### src/rtl/hyperbus_read_capture_pkg.sv
// hyperbus_pkg: shared types for the HyperBus RWDS-domain read capture path.
// Holds the capture FSM state encoding, the skid word layout and the skid depth.
// Imported by hyperbus_read_skid, hyperbus_read_capture and the capture interface.
package hyperbus_pkg;

   typedef enum logic [1:0] {
      CAP_SKIP   = 2'd0,
      CAP_STREAM = 2'd1,
      CAP_DONE   = 2'd2
   } hyper_cap_state_e;

   typedef struct packed {
      logic        last;
      logic [15:0] data;
   } hyper_rd_word_t;

   localparam int SKID_DEPTH = 2;

endpackage

### src/rtl/hyperbus_read_capture_if.sv
// hyperbus_read_capture_if: bus between the DDR input cells / CDC FIFO side and the capture stage.
// Ports: data_i, burst_len_i, ready_i toward the capture stage; valid_o, data_o, last_o,
//        overrun_o, done_o (and words_o when HYPERBUS_READ_CAPTURE_STATS_EN is defined) back out.
// Modports: master = environment (DDR cells + FIFO source), slave = capture stage.
interface hyperbus_read_capture_if #(
   parameter int LEN_W = 8
);
   logic [15:0]      data_i;
   logic [LEN_W-1:0] burst_len_i;
   logic             ready_i;
   logic             valid_o;
   logic [15:0]      data_o;
   logic             last_o;
   logic             overrun_o;
   logic             done_o;
`ifdef HYPERBUS_READ_CAPTURE_STATS_EN
   logic [LEN_W-1:0] words_o;

   modport master (
      output data_i, burst_len_i, ready_i,
      input  valid_o, data_o, last_o, overrun_o, done_o, words_o
   );

   modport slave (
      input  data_i, burst_len_i, ready_i,
      output valid_o, data_o, last_o, overrun_o, done_o, words_o
   );
`else
   modport master (
      output data_i, burst_len_i, ready_i,
      input  valid_o, data_o, last_o, overrun_o, done_o
   );

   modport slave (
      input  data_i, burst_len_i, ready_i,
      output valid_o, data_o, last_o, overrun_o, done_o
   );
`endif
endinterface

### src/rtl/hyperbus_read_capture_skid.sv
// hyperbus_read_skid: 2-entry skid buffer of hyper_rd_word_t with a registered head word.
// Ports: clk_rwds, resetReadModule, push_i/word_i in, pop_i in, head_o/valid_o out,
//        overrun_o (sticky drop flag), accept_o (only with HYPERBUS_READ_CAPTURE_STATS_EN).
// Push and pop on the same edge is always accepted, even when full; push into a full buffer
// without a pop drops the word and sets overrun_o until reset.
module hyperbus_read_skid
   import hyperbus_pkg::*;
(
   input  logic           clk_rwds,
   input  logic           resetReadModule,
   input  logic           push_i,
   input  hyper_rd_word_t word_i,
   input  logic           pop_i,
   output hyper_rd_word_t head_o,
   output logic           valid_o,
`ifdef HYPERBUS_READ_CAPTURE_STATS_EN
   output logic           accept_o,
`endif
   output logic           overrun_o
);

   hyper_rd_word_t head_q;
   hyper_rd_word_t tail_q;
   logic [1:0]     count_q;
   logic           overrun_q;

   logic full;
   logic empty;
   logic pop_ok;
   logic accept;

   assign full   = (count_q == 2'(SKID_DEPTH));
   assign empty  = (count_q == 2'd0);
   // A pop request on an empty buffer is meaningless and ignored.
   assign pop_ok = pop_i && !empty;
   // The pop frees a slot on the same edge, so a full buffer still takes the push.
   assign accept = push_i && (!full || pop_ok);

   always_ff @(posedge clk_rwds or posedge resetReadModule) begin
      if (resetReadModule) begin
         head_q    <= '0;
         tail_q    <= '0;
         count_q   <= 2'd0;
         overrun_q <= 1'b0;
      end else begin
         if (push_i && !accept) begin
            overrun_q <= 1'b1;
         end
         case ({accept, pop_ok})
            2'b10: begin
               if (empty) head_q <= word_i;
               else       tail_q <= word_i;
               count_q <= count_q + 2'd1;
            end
            2'b01: begin
               // Head stays stale when going empty; valid_o masks it.
               if (full) head_q <= tail_q;
               count_q <= count_q - 2'd1;
            end
            2'b11: begin
               if (full) begin
                  head_q <= tail_q;
                  tail_q <= word_i;
               end else begin
                  head_q <= word_i;
               end
            end
            default: ;
         endcase
      end
   end

   assign head_o    = head_q;
   assign valid_o   = !empty;
   assign overrun_o = overrun_q;
`ifdef HYPERBUS_READ_CAPTURE_STATS_EN
   assign accept_o  = accept;
`endif

endmodule

### src/rtl/hyperbus_read_capture.sv
// hyperbus_read_capture: RWDS-domain read stage; skips DDR fill beats, counts burst words,
// tags the final word and feeds the CDC FIFO source through a 2-entry skid.
// Ports: clk_rwds, resetReadModule (async, active-high, held between bursts), bus (slave modport).
// Optional: HYPERBUS_READ_CAPTURE_STATS_EN adds bus.words_o, the count of accepted pushes.
module hyperbus_read_capture
   import hyperbus_pkg::*;
#(
   parameter int LEN_W      = 8,
   parameter int SKIP_BEATS = 1
) (
   input  logic                  clk_rwds,
   input  logic                  resetReadModule,
   hyperbus_read_capture_if.slave bus
);

   localparam logic [1:0]       SKIP_LAST = (SKIP_BEATS > 0) ? 2'(SKIP_BEATS - 1) : 2'd0;
   // With no fill beats the first edge already carries burst data.
   localparam hyper_cap_state_e RESET_STATE =
      hyper_cap_state_e'((SKIP_BEATS == 0) ? CAP_STREAM : CAP_SKIP);
   localparam logic [LEN_W-1:0] LEN_ONE = LEN_W'(1);

   hyper_cap_state_e state_q, state_d;
   logic [1:0]       skip_cnt_q, skip_cnt_d;
   logic [LEN_W-1:0] word_cnt_q;

   logic             len_zero;
   logic             is_last;
   logic             push;
   logic             pop;
   hyper_rd_word_t   push_word;
   hyper_rd_word_t   head;
   logic             skid_valid;
   logic             skid_overrun;

   assign len_zero = (bus.burst_len_i == '0);
   assign is_last  = (word_cnt_q == (bus.burst_len_i - LEN_ONE));

   always_ff @(posedge clk_rwds or posedge resetReadModule) begin
      if (resetReadModule) begin
         state_q    <= RESET_STATE;
         skip_cnt_q <= 2'd0;
      end else begin
         state_q    <= state_d;
         skip_cnt_q <= skip_cnt_d;
      end
   end

   always_comb begin
      state_d    = state_q;
      skip_cnt_d = skip_cnt_q;
      push       = 1'b0;
      case (state_q)
         CAP_SKIP: begin
            if (len_zero) begin
               state_d = CAP_DONE;
            end else begin
               skip_cnt_d = skip_cnt_q + 2'd1;
               if (skip_cnt_q == SKIP_LAST) state_d = CAP_STREAM;
            end
         end
         CAP_STREAM: begin
            // Only reachable with an empty burst when there are no fill beats.
            if (len_zero) begin
               state_d = CAP_DONE;
            end else begin
               push = 1'b1;
               if (is_last) state_d = CAP_DONE;
            end
         end
         default: ;
      endcase
   end

   // Counts every push, including drops, so done_o still fires after an overrun.
   always_ff @(posedge clk_rwds or posedge resetReadModule) begin
      if (resetReadModule) begin
         word_cnt_q <= '0;
      end else if (push && (word_cnt_q != '1)) begin
         word_cnt_q <= word_cnt_q + LEN_ONE;
      end
   end

   assign push_word.last = is_last;
   assign push_word.data = bus.data_i;
   assign pop            = skid_valid && bus.ready_i;

`ifdef HYPERBUS_READ_CAPTURE_STATS_EN
   logic             skid_accept;
   logic [LEN_W-1:0] words_q;

   hyperbus_read_skid u_skid (
      .clk_rwds        (clk_rwds),
      .resetReadModule (resetReadModule),
      .push_i          (push),
      .word_i          (push_word),
      .pop_i           (pop),
      .head_o          (head),
      .valid_o         (skid_valid),
      .accept_o        (skid_accept),
      .overrun_o       (skid_overrun)
   );

   always_ff @(posedge clk_rwds or posedge resetReadModule) begin
      if (resetReadModule) begin
         words_q <= '0;
      end else if (skid_accept && (words_q != '1)) begin
         words_q <= words_q + LEN_ONE;
      end
   end

   assign bus.words_o = words_q;
`else
   hyperbus_read_skid u_skid (
      .clk_rwds        (clk_rwds),
      .resetReadModule (resetReadModule),
      .push_i          (push),
      .word_i          (push_word),
      .pop_i           (pop),
      .head_o          (head),
      .valid_o         (skid_valid),
      .overrun_o       (skid_overrun)
   );
`endif

   assign bus.valid_o   = skid_valid;
   assign bus.data_o    = head.data;
   assign bus.last_o    = head.last;
   assign bus.overrun_o = skid_overrun;
   assign bus.done_o    = (state_q == CAP_DONE);

endmodule

### src/flat_wrapper.sv
// flat-port wrapper written by rule: the top's interface ports become plain ports
module hyperbus_read_capture_flat import hyperbus_pkg::*;
#(
   parameter int LEN_W      = 8,
   parameter int SKIP_BEATS = 1
)
  (clk_rwds, resetReadModule, bus_data_i, bus_burst_len_i, bus_ready_i, bus_valid_o, bus_data_o, bus_last_o, bus_overrun_o, bus_done_o);
  hyperbus_read_capture_if #(.LEN_W(LEN_W)) bus_i ();
  input  logic clk_rwds;
  input  logic resetReadModule;
  input wire logic [$bits(bus_i.data_i)-1:0] bus_data_i;
  input wire logic [$bits(bus_i.burst_len_i)-1:0] bus_burst_len_i;
  input wire logic [$bits(bus_i.ready_i)-1:0] bus_ready_i;
  output wire logic [$bits(bus_i.valid_o)-1:0] bus_valid_o;
  output wire logic [$bits(bus_i.data_o)-1:0] bus_data_o;
  output wire logic [$bits(bus_i.last_o)-1:0] bus_last_o;
  output wire logic [$bits(bus_i.overrun_o)-1:0] bus_overrun_o;
  output wire logic [$bits(bus_i.done_o)-1:0] bus_done_o;
  assign bus_i.data_i = bus_data_i;
  assign bus_i.burst_len_i = bus_burst_len_i;
  assign bus_i.ready_i = bus_ready_i;
  assign bus_valid_o = bus_i.valid_o;
  assign bus_data_o = bus_i.data_o;
  assign bus_last_o = bus_i.last_o;
  assign bus_overrun_o = bus_i.overrun_o;
  assign bus_done_o = bus_i.done_o;
  hyperbus_read_capture #(.LEN_W(LEN_W), .SKIP_BEATS(SKIP_BEATS)) u_core (.clk_rwds(clk_rwds), .resetReadModule(resetReadModule), .bus(bus_i));
endmodule
### config.mk
export PLATFORM = sky130hd
export DESIGN_NAME = hyperbus_read_capture_flat
export DESIGN_NICKNAME = d
export VERILOG_FILES = /design/src/rtl/hyperbus_read_capture_pkg.sv /design/src/rtl/hyperbus_read_capture_if.sv /design/src/rtl/hyperbus_read_capture_skid.sv /design/src/rtl/hyperbus_read_capture.sv /design/src/flat_wrapper.sv
export SDC_FILE = /design/constraint.sdc
export NUM_CORES = 1
export LEC_CHECK = 0
export ABC_AREA = 1
export BUFFER_PORTS_ARGS = -buffer_cell sky130_fd_sc_hd__buf_2
export CORE_MARGIN = 10
export CORE_UTILIZATION = 51
export CTS_CLUSTER_SIZE = 28
export DETAILED_ROUTE_END_ITERATION = 8
export PLACE_DENSITY = 0.76
export SETUP_SLACK_MARGIN = 0.3
export SYNTH_ARGS = -nofsm -noshare
export SYNTH_HDL_FRONTEND = slang
export SYNTH_HIERARCHICAL = 1
export SYNTH_SLANG_ARGS = --single-unit
### constraint.sdc
create_clock -name clk_rwds -period 1.65 [get_ports clk_rwds]
set_input_delay 0 -clock clk_rwds [delete_from_list [all_inputs] [get_ports clk_rwds]]
set_output_delay 0 -clock clk_rwds [all_outputs]
set_load 0.01 [all_outputs]
---- Word-level counts from Yosys, hierarchy flattened ----
Index checks and enable logic that the tools add are counted.
Widths: inputs -> output; s select.
operators by class
  bitwise operators ....................... 1
  muxes and demuxes ....................... 15
  reduce and logical (&&, ||, !) cells .... 21
  add/sub/neg operators ................... 5
  eq/ne operators ......................... 14
operators by type and width
  cell                 count
  $mux 17              5
  $pmux 17 s3          1
  $pmux 17 s2          1
  $reduce_and 3->1     3
  $add 8x1->8 const B  1
  $eq 2x2->1 const B   4
  $eq 8x8->1           1
  $logic_not 8->1      1
  $mux 2               4
  $ne 2x2->1 const B   4
  $ne 8x8->1 const B   1
  $pmux 2 s2           2
  $sub 8x1->8 const B  1
  $logic_not 2->1      3
  $ne 3x1->1 const B   2
  $reduce_bool 2->1    3
  $logic_and 1x1->1    5
  $add 2x1->2 const B  2
  $eq 2x1->1 const B   2
  $logic_not 1->1      3
  $reduce_bool 3->1    1
  $mux 1               2
  $reduce_and 2->1     1
  $sub 2x1->2 const B  1
  other kinds (2)      2
word-level totals
  output and inout port bits .............. 20
  logic and storage cells ................. 65
  bits in registers ....................... 49
  input bits .............................. 27

---- Depth between registers and ports, before layout ----
Gate-level depths: netlist (run 1).
  depth after elaboration ................. 9
  gate-level depth with buffers ........... 16
  gate-level depth less buffers ........... 16

---- Hierarchy ----
The synthesis (run 1) kept the hierarchy.
by module, submodules not included
  module                 cells an instance  instances  area an instance (um^2)  sequential area each (um^2)
  hyperbus_read_skid     243                1          1,831.8                  925.9
  hyperbus_read_capture  138                1          963.4                    300.3

---- Least setup slack after synthesis (run 1) ----
Ideal clock, no wire load.
  path kind ............................... reg2reg
  start point ............................. reg u_core.u_skid.count_q[1]
  end point ............................... reg u_core/u_skid/tail_q[13] (netlist bit)
  period minus slack after synthesis ...... 1.713 ns
  path buffers ............................ 1
  arrival time ............................ 1.596 ns
  cell stages (with the launch flop) ...... 12
  setup slack ............................. -0.063 ns
  setup time .............................. 0.116 ns
  required time ........................... 1.534 ns
  path through ............................ dfrtp_1 nor2_2 inv_1 nand2_1 inv_1 inv_2 nand2_1 o21ai_4 nand2_2 buf_2 nand2_1 nand2_1
between the ends
  cells in the longest elaborated chain, start to end .. 9
  elaborated cells between the ends (all ways) .. 15
  those cells by class .................... eq/ne: 5; mux: 1; reduce/logical: 9
ends and longest elaborated chain
  item                                                              line                              RTL
  start: declaration                                                hyperbus_read_capture_skid.sv:24  logic [1:0] count_q;
  start signal: assignment                                          hyperbus_read_capture_skid.sv:53  count_q <= count_q + 2'd1;
  start signal: assignment                                          hyperbus_read_capture_skid.sv:58  count_q <= count_q - 2'd1;
  $logic_not 2->1 (*)                                               hyperbus_read_capture_skid.sv:33  assign empty = (count_q == 2'd0);
  $logic_not 1->1 (*)                                               hyperbus_read_capture_skid.sv:74  assign valid_o = !empty;
  net bus_valid_o                                                   flat_wrapper.sv:14                output wire logic [$bits(bus_i.valid_o)-1:0] bus_valid_o;
  $logic_and 1x1->1 (*)                                             hyperbus_read_capture.sv:85       assign pop = skid_valid && bus.ready_i;
  net u_core.pop                                                    hyperbus_read_capture.sv:29       logic pop;
  $logic_and 1x1->1 (*)                                             hyperbus_read_capture_skid.sv:35  assign pop_ok = pop_i && !empty;
  $logic_or 1x1->1                                                  hyperbus_read_capture_skid.sv:37  assign accept = push_i && (!full || pop_ok);
  $logic_and 1x1->1                                                 hyperbus_read_capture_skid.sv:37
  $eq 2x2->1                                                        hyperbus_read_capture_skid.sv:49  case ({accept, pop_ok})
  $ne 2x2->1 (no line) / $reduce_bool 2->1 (equally long branches)  n/a
  $reduce_and 3->1 (no line)                                        n/a
  end signal: assignment                                            hyperbus_read_capture_skid.sv:52  else tail_q <= word_i;
  end signal: assignment                                            hyperbus_read_capture_skid.sv:63  tail_q <= word_i;
  end: declaration                                                  hyperbus_read_capture_skid.sv:23  hyper_rd_word_t tail_q;
The timed path passes the listed nets; every way through them passes the cells marked *.
A chain may end at the register's enable or synchronous reset.

---- Worst setup path in the final report (run 1) ----
  start point ............................. reg u_core.word_cnt_q[2]
  end point ............................... reg u_core.word_cnt_q[7]
between the ends
  cells in the longest elaborated chain, start to end .. 2
  elaborated cells between the ends (all ways) .. 3
  those cells by class .................... add/sub: 1; eq/ne: 1; reduce/logical: 1
ends and longest elaborated chain
  item                                                 line                         RTL
  start: declaration                                   hyperbus_read_capture.sv:24  logic [LEN_W-1:0] word_cnt_q;
  start signal: assignment                             hyperbus_read_capture.sv:79  word_cnt_q <= word_cnt_q + LEN_ONE;
  branches (longest 2 deep; another with $add 8x1->8)  n/a
Several ways; the timed one is not identified.

==> results.yml, run 1 <==
grt:
  antenna_found_initial: 0
  grt_max_degree: 38
  track_usage: 0.233
  grt_pass1_vias: 3289
  grt_first_pass_wirelength_um: 16400
  overflow: 0
floorplan:
  fp.dieH_um: 94.0
  die_area_um2: 8840
  core_area_um2: 5200
  io_pins: 47
  initial_core_util: 0.537
  die_w_um: 94.0
  row_count: 26
critical_path:
  end_kind: "register"
  cp_top_family: "simple AND/OR/NAND/NOR gates"
  required_ns: 1.86
  path_cells: "inv_1 -> nor3_1 -> nand4_1 -> xor2_1 -> mux2_4"
  critPathLaunchType: "register"
  cp_slowest_stage_delay_ns: 0.47
  slowest_stage: "dfrtp_1"
  crit_type: "reg2reg"
  arrival_ns: 2.08
  path_buf_inv: 1
  crit_fanout: 5
sta:
  finalHoldViolations: 0
  period_needed_ns: 1.86
  tightest_slew_ns: 0.565
  slew_viol_final: 0
  rsz0062_at_grt: "yes"
  finClkSkew_ns: 0.0128
  fin_ws_ns: -0.215
  period_share: 1.13
  setup_viol_count_final: 5
  relSlewSlack: 0.623
  fmax_mhz: 536
drt:
  dr_total_vias: 3525
  drt_iter0_markers: 370
  drc: 0
  dr.pass1.iters: 6
  wl_per_cell_um: 22.9
  routed_wl_um: 13200
  viasPerCell: 6.14
  final_antenna_net_count: 0
yosys:
  muxShareOfSynthArea: 0.00537
  synth_area_um2: 2800
  synth_edf_count: 0
  synthTopCellsByArea: "dfrtp_1, nand2_1, nand3_1"
  dominantRegCellSynth: "dfrtp_1"
  async_reset_ff_frac: 1.00
  synth_top_area_frac: 0.439
  synthAdderAreaFrac: 0.0134
  synth-xor-area-share: 0.0367
  synthTopCellsByCount: "nand2_1, inv_1, nand3_1"
  yosysSeqAreaShare: 0.439
  synth_cells: 381
  yosys.cell_types.count: 26
  synth_compound_area_frac: 0.0242
  yosysTopAreaCell: "dfrtp_1"
  ys_seq_elements: 49
  synth_fp_nets: 411
  yosys_warnings: 6
  yosys.area_share.simple: 0.372
  synth.avg_cell_area_um2: 7.34
  synth_top_family_by_area: "simple AND/OR/NAND/NOR gates"
  synth_most_common_cell: "nand2_1"
power:
  leakage_uw: 0.00233
  p_int_uw: 1730
  p_seq_frac: 0.521
  ir_worst_vdd_mv: 0.702
  pwr_density_cell_nw_per_um2: 483
  power_uw: 2300
  netSwitchingFraction: 0.248
  clockPowerShare: 0.379
  p_switching_uw: 571
  p_comb_frac: 0.099
clocking:
  cts_buffer_depth: 2
  clk_latency_ns: 0.32
  clkTransAtPathRegs_ns: 0.09
  cts_htree_levels: 2
  cts_made_buffers: 5
  clock-sinks: 49
  root_buffer: "clkbuf_8"
  tritoncts: "done"
final_layout:
  antennaDiodeCount: 0
  utilization: 0.915
  finalInstanceArea_um2: 4760
  drive_above_1_share: 0.528
  fillCellCount: 184
  area_delta_synth_final_pct: 70.5
  fin_cells: 574
  multiInputGateArea_um2: 2020
  final_nets: 534
  regArea_um2: 1230
placement:
  dpl.hpwl_um: 4690
  placed_cells: 501
  dpl_cell_area_um2: 3220
  io_buffers: 46
  gp_congestion: 0.843
  dp_slack_ns: -0.209
run_status:
  status: "complete, but fails checks"
  violations: "setup timing"
worst_hold_path:
  hold_path.class: "in2async"
job:
  max_cap_violations: 0
-- cell families (layout without fill, tap and decap cells) --
family / after synthesis / count (layout)
adder cells (fa/ha/maj): 3 / 3
AO/OA/AOI/OAI: 10 / 10
multiplexers: 1 / 1
XOR/XNOR: 10 / 10
flip-flops: 49 / 49
AND/OR/NAND/NOR: 231 / 235
buffers and inverters: 77 / 196
-- area by class of cell --
class | instances | area share
flip-flops and latches | 49 | 0.258
well taps | 70 | 0.0184
repair buffers | 121 | 0.221
clock inverters | 2 | 0.00735
clock buffers | 5 | 0.0144
inverters | 68 | 0.0575
multi-input cells | 259 | 0.424
-- routing by layer --
layer / up-vias / routed length (um) / global-route usage / part of all wire
met5: - / 0 / 0 / 0
met3: 112 / 1370 / 0.0671 / 0.10
met2: 330 / 6310 / 0.406 / 0.48
li1: 1423 / - / - / -
met1: 1660 / 4490 / 0.256 / 0.34
met4: 0 / 999 / 0.103 / 0.076
-- placed cells by master (no fill, tap or decap), drive strengths merged, types with 2 or more instances in the layout --
cell / instances
o21ai: 3
nand2: 142
inv: 67
ha: 3
dlygate4sd3: 17
nor2: 27
nor3: 3
a21oi: 5
dfrtp: 49
buf: 104
clkbuf: 5
nand4: 2
xor2: 9
nand3: 60
-- per-stage QoR --
step                setup TNS, ns  hold slack [ns]
CTS                             0            0.196
finish                     -0.353            0.284
global route               -0.387            0.313
floorplan                       0           -0.135
detailed placement          -6.75           0.0694
global placement            -4.43           0.0575
-- tightest hold or removal path, stage by stage --
cell	delay (ns)
dlygate4sd3_1	0.53
buf_2	0.13
inv_1	0.42
-- power groups by stage --
stage | Combinational (uW) | Clock (uW) | Sequential, uW
after floorplan | 72.9 | 0 | 1220
after global placement | 134 | 0 | 1220
after detailed placement | 140 | 0 | 1220
after CTS | 181 | 841 | 1200
after global routing | 246 | 930 | 1200
final | 229 | 873 | 1200
-- what timing repair did --
| item | 4_1_cts | 5_1_grt |
|---|---|---|
| buffers inserted | 32 | 10 |
| cloned | 7 | 0 |
| hold buffers | 17 | 0 |
| pin swaps | 44 | 64 |
| resized for setup | 101 | 98 |
| endpoints found under the hold margin | 65 | 0 |
| setup endpoints to repair | 46 | 46 |
-- worst paths after layout --
| path | startpoint | end | slack, ns | cells after the start |
|---|---|---|---|---|
| min reg2reg | u_core/u_skid/head_o[10] | u_core/u_skid/head_o[10] | 0.48 | 2 |
| max | u_core/word_cnt_q[2] | u_core/word_cnt_q[7] | -0.21 | 5 |
| max reg2reg | u_core/word_cnt_q[2] | u_core/word_cnt_q[7] | -0.21 | 5 |
| min | resetReadModule | u_core/word_cnt_q[6] | 0.28 | 3 |
| min in group clk_rwds | bus_burst_len_i[7] | u_core/skip_cnt_q[1] | 0.29 | 5 |
| max in group asynchronous | resetReadModule | u_core/u_skid/count_q[1] | 0.90 | 4 |
-- flip-flops by register name, summed over array words and instances (netlist names) --
signal	cells
u_core/skip_cnt_q	2
u_core/word_cnt_q	8
u_core/u_skid/head_o	17
u_core/u_skid/overrun_o	1
u_core/state_q	2
u_core/u_skid/tail_q	17
u_core/u_skid/count_q	2
Note: power is estimated with default switching activity, not from simulation.
==> run 2: changes to the inputs <==
--- a/config.mk
+++ b/config.mk
@@ -7,6 +7,7 @@
 export LEC_CHECK = 0
 export ABC_AREA = 1
 export BUFFER_PORTS_ARGS = -buffer_cell sky130_fd_sc_hd__buf_2
+export CORE_ASPECT_RATIO = 1.25
 export CORE_MARGIN = 10
 export CORE_UTILIZATION = 51
 export CTS_CLUSTER_SIZE = 28
==> run 2 against run 1 <==
  * The flow still finishes with violations (setup timing)
  * Routed wire length is 11% higher
  * Largest cell class unchanged
  * Largest power group unchanged
  * Critical path type unchanged
  * Count of clock-buffer cells in the layout stayed put
  * Die area increased by 0.21%
  * Critical path depth is 5 higher
  * Register-to-register slack better by 0.08 ns
  * Final cell count is 0.35% higher
  * Clock skew grew 0.0018 ns
==> results.yml, run 2 (same netlist as run 1, synthesis figures left out) <==
run_status:
  status: "complete, but fails checks"
  violations: "setup timing"
grt:
  grt_pass1_vias: 3460
  overflow: 0
  grt_first_pass_wirelength_um: 17600
  track_usage: 0.257
  grt_max_degree: 38
  antenna_found_initial: 0
sta:
  fin_ws_ns: -0.137
  period_share: 1.08
  relSlewSlack: 0.626
  slew_viol_final: 0
  setup_viol_count_final: 23
  fmax_mhz: 560
  tightest_slew_ns: 0.560
  finalHoldViolations: 0
  rsz0062_at_grt: "yes"
  finClkSkew_ns: 0.0146
  period_needed_ns: 1.79
clocking:
  cts_buffer_depth: 2
  root_buffer: "clkbuf_8"
  clkTransAtPathRegs_ns: 0.10
  clk_latency_ns: 0.33
  cts_made_buffers: 5
  tritoncts: "done"
  clock-sinks: 49
  cts_htree_levels: 2
drt:
  drc: 0
  routed_wl_um: 14600
  final_antenna_net_count: 0
  drt_iter0_markers: 613
  dr.pass1.iters: 7
  viasPerCell: 6.38
  wl_per_cell_um: 25.3
  dr_total_vias: 3672
critical_path:
  critPathLaunchType: "register"
  r2r-end: "u_core/u_skid/head_o[0]"
  r2r-start: "u_core/u_skid/count_q[1]"
  ff2ff_path_depth: 10
  required_ns: 1.91
  end_kind: "register"
  arrival_ns: 2.05
  crit_type: "reg2reg"
  crit_fanout: 8
  rrSetupSlack_ns: -0.14
floorplan:
  core_area_um2: 5370
  die_w_um: 86.2
  die_area_um2: 8860
  row_count: 30
  fp.dieH_um: 103
  io_pins: 47
  initial_core_util: 0.521
placement:
  io_buffers: 46
  dpl.hpwl_um: 4730
  gp_congestion: 0.790
  dp_slack_ns: -0.0153
worst_hold_path:
  min_to: "u_core/u_skid/overrun_o"
  hold_path.class: "in2reg"
  min_path_cells: 5
  worstHoldStart: "bus_ready_i"
job:
  max_cap_violations: 0
final_layout:
  area_delta_synth_final_pct: 72.8
  final_common_cell: "nand2_1"
  final_nets: 542
  fillCellCount: 213
  final_cell_mix: "nand2_1, inv_1, buf_2, dfrtp_1"
  antennaDiodeCount: 0
  drive_above_1_share: 0.492
power:
  ir_worst_vdd_mv: 0.558
  power_uw: 2300
  pwr_density_cell_nw_per_um2: 477
  leakage_uw: 0.00246
-- run 2: changes by cell type in the layout (fill, tap and decap cells not counted), moves of 3 or more --
cell | before | now
nand3_4 | 11 | 8
buf_4 | 31 | 22
nand3_1 | 11 | 19
buf_6 | 14 | 20
nand2_1 | 82 | 97
inv_6 | 1 | 4
nand3_2 | 38 | 33
buf_16 | 2 | 6
buf_12 | 8 | 14
nor2_2 | 5 | 2
nand2_4 | 19 | 6
-- run 2: layout make-up --
cell class              count  area [um^2]  area share
well taps                  64         80.1      0.0166
repair inverters            1         8.76     0.00181
multi-input cells         259         1830       0.379
clock buffers               5         68.8      0.0142
clock inverters             2         35.0     0.00725
inverters                  68          278      0.0575
repair buffers            128         1300       0.269
flip-flops and latches     49         1230       0.255
-- run 2: how the worst max path moves through the flow --
stage | startpoint | endpoint | slack [ns] | depth (start not counted)
final | u_core/u_skid/count_q[1] | u_core/u_skid/head_o[0] | -0.14 | 10
after global routing | u_core/u_skid/count_q[1] | u_core/u_skid/head_o[0] | -0.14 | 10
after CTS | u_core/word_cnt_q[1] | u_core/u_skid/head_o[16] | 0.11 | 14
after detailed placement | bus_burst_len_i[0] | u_core/u_skid/count_q[1] | -0.02 | 13
after global placement | u_core/u_skid/count_q[0] | u_core/u_skid/tail_q[1] | 0.04 | 10
after floorplan | u_core/state_q[1] | u_core/u_skid/head_o[0] | 0.14 | 7
-- run 2: per-layer routing --
layer | vias to the layer above | global-route usage | share of wire
met4 | 0 | 0.211 | 0.099
met1 | 1713 | 0.245 | 0.33
met2 | 384 | 0.457 | 0.47
met3 | 144 | 0.0617 | 0.10
li1 | 1431 | - | -
met5 | - | 0 | 0
-- run 2: critical path, stage by stage (launching register included) --
cell and delay, ns:
dfrtp_1 0.46, buf_4 0.21, inv_1 0.10, nor2_4 0.15
nor2_4 0.06, nor2_4 0.11, buf_12 0.14, buf_6 0.11
buf_16 0.13, nand3_2 0.10, nand2_1 0.13
-- run 2: timing repair --
action | 4_1_cts | 5_1_grt
hold buffers | 17 | 0
endpoints found under the hold margin | 65 | 0
cloned | 12 | 0
buffers inserted | 33 | 14
pin swaps | 52 | 39
endpoints found under the setup margin | 45 | 47
gates resized for setup | 86 | 78
-- run 2: per-stage QoR --
step           utilization  std cells  setup TNS, ns  instance area, um^2  hold WS [ns]
3_5_place_dp         0.597        493        -0.0153                 3210        0.0461
2_1_floorplan            -        381              0                 2850        -0.135
4_1_cts              0.817        562              0                 4390         0.203
5_1_grt              0.900        576          -1.49                 4830         0.186
6_report             0.900        576         -0.939                 4830         0.190
3_3_place_gp         0.597        493              0                 3210        0.0421
-- run 2: report_power, final --
part,leakage (uW),switching (uW),total [uW],internal [uW]
registers,0.000645,0,1200,1200
clock network,0.0000540,458,900,442
logic,0.00176,121,203,82.3
